==> config.mk <==
export PLATFORM = sky130hd
export DESIGN_NAME = seven_seg_scan_ctrl
export DESIGN_NICKNAME = d
export VERILOG_FILES = /design/src/rtl/seven_seg_scan_ctrl.sv
export SDC_FILE = /design/constraint.sdc
export NUM_CORES = 1
export LEC_CHECK = 0
export CORE_MARGIN = 3
export CORE_UTILIZATION = 40
export CTS_CLUSTER_SIZE = 28
export DETAILED_ROUTE_END_ITERATION = 8
export GPL_ROUTABILITY_DRIVEN = 0
export PLACE_DENSITY = 0.6
export SYNTH_ARGS = -nofsm -noshare
export SYNTH_HDL_FRONTEND = slang
export SYNTH_SLANG_ARGS = --single-unit
==> constraint.sdc <==
create_clock -name clk -period 3.15 [get_ports clk]
set_input_delay 0.63 -clock clk [delete_from_list [all_inputs] [get_ports clk]]
set_output_delay 0.63 -clock clk [all_outputs]
set_load 0.01 [all_outputs]
==> src/rtl/seven_seg_scan_ctrl.sv <==
// ============================================================================
// Module  : seven_seg_scan_ctrl
// Brief   : 4-digit seven-segment scan scheduler with per-slot blanking and
//           frame-boundary buffering of the displayed value.
// Revision: 1.0 - initial release
// ============================================================================
`default_nettype none

module seven_seg_scan_ctrl #(
    parameter int REFRESH_DIV = 100000,
    parameter int BLANK_CYC   = 1000
) (
    input  logic        clk,
    input  logic        rst_n,
    input  logic        enable_i,
    input  logic [15:0] disp_value_i,
    input  logic        disp_load_i,
    input  logic [3:0]  digit_mask_i,
    output logic [1:0]  s_o,
    output logic [3:0]  nibble_o,
    output logic        blank_o,
    output logic        frame_start_o,
    output logic        load_pending_o
);

    localparam int              CW        = (REFRESH_DIV > 1) ? $clog2(REFRESH_DIV) : 1;
    localparam logic [CW-1:0]   CNT_LAST  = CW'(REFRESH_DIV - 1);
    localparam logic [CW-1:0]   BLANK_END = CW'(BLANK_CYC - 1);

    localparam logic [1:0] ST_IDLE  = 2'd0;
    localparam logic [1:0] ST_BLANK = 2'd1;
    localparam logic [1:0] ST_SHOW  = 2'd2;

    logic [1:0]    state_q, state_d;
    logic [CW-1:0] cnt_q, cnt_d;
    logic [1:0]    s_q, s_d;
    logic          commit_d;

    logic          blank_q, blank_d;
    logic          frame_start_q;
    logic          pending_q, pending_d;
    logic [15:0]   staged_q, staged_d;
    logic [15:0]   shadow_q, shadow_d;

    // State register
    always_ff @(posedge clk or negedge rst_n) begin
        if (!rst_n) begin
            state_q <= ST_IDLE;
            cnt_q   <= '0;
            s_q     <= 2'd0;
        end else begin
            state_q <= state_d;
            cnt_q   <= cnt_d;
            s_q     <= s_d;
        end
    end

    // Next-state logic; disabling wins over any slot advance
    always_comb begin
        state_d  = state_q;
        cnt_d    = cnt_q;
        s_d      = s_q;
        commit_d = 1'b0;
        if (!enable_i) begin
            state_d = ST_IDLE;
            cnt_d   = '0;
            s_d     = 2'd0;
        end else begin
            case (state_q)
                ST_IDLE: begin
                    state_d  = ST_BLANK;
                    cnt_d    = '0;
                    s_d      = 2'd0;
                    commit_d = 1'b1;
                end
                ST_BLANK: begin
                    cnt_d = cnt_q + 1'b1;
                    if (cnt_q == BLANK_END) begin
                        state_d = ST_SHOW;
                    end
                end
                ST_SHOW: begin
                    if (cnt_q == CNT_LAST) begin
                        cnt_d    = '0;
                        s_d      = s_q + 2'd1;
                        state_d  = ST_BLANK;
                        commit_d = (s_q == 2'd3);
                    end else begin
                        cnt_d = cnt_q + 1'b1;
                    end
                end
                default: begin
                    state_d = ST_IDLE;
                    cnt_d   = '0;
                    s_d     = 2'd0;
                end
            endcase
        end
    end

    // Output / buffer logic, computed from the upcoming state so outputs align with cnt
    always_comb begin
        blank_d   = (state_d != ST_SHOW) || !digit_mask_i[s_d];
        pending_d = pending_q;
        staged_d  = staged_q;
        shadow_d  = shadow_q;
        if (commit_d) begin
            pending_d = 1'b0;
            if (disp_load_i) begin
                staged_d = disp_value_i;
                shadow_d = disp_value_i;
            end else if (pending_q) begin
                shadow_d = staged_q;
            end
        end else if (disp_load_i) begin
            staged_d  = disp_value_i;
            pending_d = 1'b1;
        end
    end

    always_ff @(posedge clk or negedge rst_n) begin
        if (!rst_n) begin
            blank_q       <= 1'b1;
            frame_start_q <= 1'b0;
            pending_q     <= 1'b0;
            staged_q      <= '0;
            shadow_q      <= '0;
        end else begin
            blank_q       <= blank_d;
            frame_start_q <= commit_d;
            pending_q     <= pending_d;
            staged_q      <= staged_d;
            shadow_q      <= shadow_d;
        end
    end

    assign s_o            = s_q;
    assign nibble_o       = shadow_q[{s_q, 2'b00} +: 4];
    assign blank_o        = blank_q;
    assign frame_start_o  = frame_start_q;
    assign load_pending_o = pending_q;

endmodule

`default_nettype wire

==> impl_metrics.yaml <==
status:
  status: "complete, no violations"
setup_path:
  crit_chain: "mux4_2, clkdlybuf4s50_1"
  reg2reg_depth: 7
  reg2reg_setup_slack_ps: 590
  reg2reg_to: "shadow_q[9]"
  worstReg2RegStart: "cnt_q[0]"
  cp_max_fo: 8
  critical_path_class: "flip-flop to primary output"
  worstPathArrival_ps: 1990
  cp-start-kind: "flip-flop"
  crit_required_ps: 2520
  crit_slowest_cell: "dfrtp_1"
  end_kind: "primary output"
  cp_slowest_stage_delay_ps: 600
sta:
  layout_setup_ws_ps: 533
  final.min_clock_period_ps: 2620
  fin_setup_tns_ps: 0
  rsz0062_at_grt: "no"
  hold_violations: 0
  slew_violations: 0
  relSlewSlack_pct: 53.5
  setup_violations: 0
  whs_ps: 443
  fin_crit_sh_pct: 83.1
  max_slew.worst_pin.slew_ps: 697
  skew_ps: 15.6
  fmax_mhz: 382
grt:
  first_global_vias: 1569
  grt-ovfl-total: 0
  grt_first_pass_wirelength_um: 7600
  antenna_found_initial: 0
  track_usage_pct: 12.7
  grt_max_degree: 57
cells_and_area:
  final_cell_mix: "dfrtp_1 (55), clkdlybuf4s50_1 (31), nor2_1 (24), mux2_2 (22)"
  finalInstanceArea_um2: 3080
  layout_commonest_cell: "dfrtp_1"
  syn2layout_area_growth_pct: 16.5
  nets: 262
  drive_gt1_share_pct: 24.0
  finalNonFillerCells: 308
  antenna_cells: 0
  fin_util_pct: 50.0
job:
  drv_cap: 0
route:
  drt_iter0_drc: 62
  firstDrtPassIters: 4
  vias: 1558
  wirelength_um: 4470
  route.detailed.drc: 0
  vias_per_cell: 5.06
  routedWlPerCell_um: 14.5
  drtAntennaViolNets: 0
clock_tree:
  cts_setup_buffers: 0
  cts_tree: "built"
  ctsRootBufferMaster: "clkbuf_8"
  htree_levels: 2
  clkSlewWorstSetupHoldPaths_ps: 110
  hold_buffers: 0
  cts_buffers: 5
  cts_buffer_depth: 2
  post_cts_resized: 0
  cts.sinks: 56
  clk_latency_ps: 310
synthesis:
  postSynthNetCount: 229
  synthDistinctLibCells: 38
  syn_area_um2: 2640
  netlist_instances: 199
  syn_area_per_cell_um2: 13.3
  ys_ff_latch: 56
  ys_seq_area_share_pct: 53.1
  synth_edf_count: 0
  synth_ff_type: "dfrtp_1"
  async_flop_share_pct: 100
  ys_warn_count: 0
floorplanning:
  dieHeight_um: 87.3
  ios: 33
  rows: 28
  die_x_um: 87.3
  start_util_pct: 42.9
  die_area_um2: 7620
  core_area_um2: 6170
placement:
  pre_cts_ws_ps: 594
  dp.final_hpwl_um: 3100
  io_buffers: 32
  dp_cells: 300
  place_area_um2: 2990
power:
  total_power_mw: 1.54
  peakVddDrop_v: 0.000329
  leakagePower_nw: 1.26
  p_per_area_nw_per_um2: 499
worst_hold_path:
  hp-class: "primary input to async pin"
report_power, final:
| part | internal, mW | switching (mW) |
|---|---|---|
| clock network | 0.160 | 0.242 |
| logic | 0.187 | 0.101 |
| registers | 0.806 | 0.0409 |
| total | 1.15 | 0.384 |
cell type report:
class / count / area [µm²]
tap: 75 / 93.8
sequential: 56 / 1400
inverter: 5 / 18.8
clock inverter: 3 / 22.5
multi-input combinational: 130 / 1140
clock buffer: 5 / 68.8
fill: 558 / 3090
timing repair buffer: 34 / 330
how the worst max path moves through the flow:
| stage | from | end | slack (ps) | cells after the start |
|---|---|---|---|---|
| 2_1_floorplan | cnt_q[0] | shadow_q[0] | 920 | 10 |
| 6_report | s_o[0] | nibble_o[1] | 530 | 2 |
| 4_1_cts | s_o[0] | nibble_o[1] | 490 | 2 |
| 3_5_place_dp | cnt_q[0] | shadow_q[10] | 590 | 7 |
| 3_3_place_gp | cnt_q[0] | shadow_q[6] | 640 | 7 |
| 5_1_grt | cnt_q[0] | shadow_q[9] | 390 | 7 |
worst max-delay path: cells and delay by family, from the launching register on:
| kind | cells | cell delay, ps |
|---|---|---|
| flip-flops | 1 | 600 |
| multiplexers | 1 | 590 |
| buffers and inverters | 1 | 500 |
cell families (layout without fill, tap and decap cells):
group	after synthesis	count (layout)	synth area share, %
AND/OR/NAND/NOR	58	58	12.1
flip-flops	56	56	53.1
multiplexers	40	40	20.0
XOR/XNOR	15	15	4.97
buffers and inverters	13	47	3.69
AO/OA/AOI/OAI	11	11	3.36
adder cells (fa/ha/maj)	6	6	2.84
synthesized netlist by cell type (3+ instances only):
| cell | number | area, µm² |
|---|---|---|
| a21oi_1 | 3 | 15.0 |
| nand3_1 | 7 | 35.0 |
| nand4_1 | 3 | 18.8 |
| nor2_1 | 24 | 90.1 |
| mux2_2 | 22 | 248 |
| buf_6 | 4 | 45.0 |
| inv_1 | 5 | 18.8 |
| xor2_1 | 10 | 87.6 |
| nand2_1 | 7 | 26.3 |
| mux2i_1 | 4 | 40.0 |
| xnor2_1 | 5 | 43.8 |
| dfrtp_1 | 55 | 1380 |
| mux2_4 | 10 | 150 |
| mux4_2 | 4 | 90.1 |
| ha_1 | 6 | 75.1 |
layer usage:
layer  part of all wire (%)  vias to the layer above  global-route usage [%]
li1                       -                      764                       -
met1                     50                      775                    18.2
met2                     46                       17                    19.7
met3                    3.4                        2                    2.55
met4                   0.65                        0                    3.35
met5                      0                        -                       0
state kept, by name, summed over array words and instances (netlist names):
signal and flops:
blank_o 1, cnt_q 17, frame_start_o 1, load_pending_o 1
s_o 2, shadow_q 16, staged_q 16, state_q 2
Power figures use the tool's default switching activity.
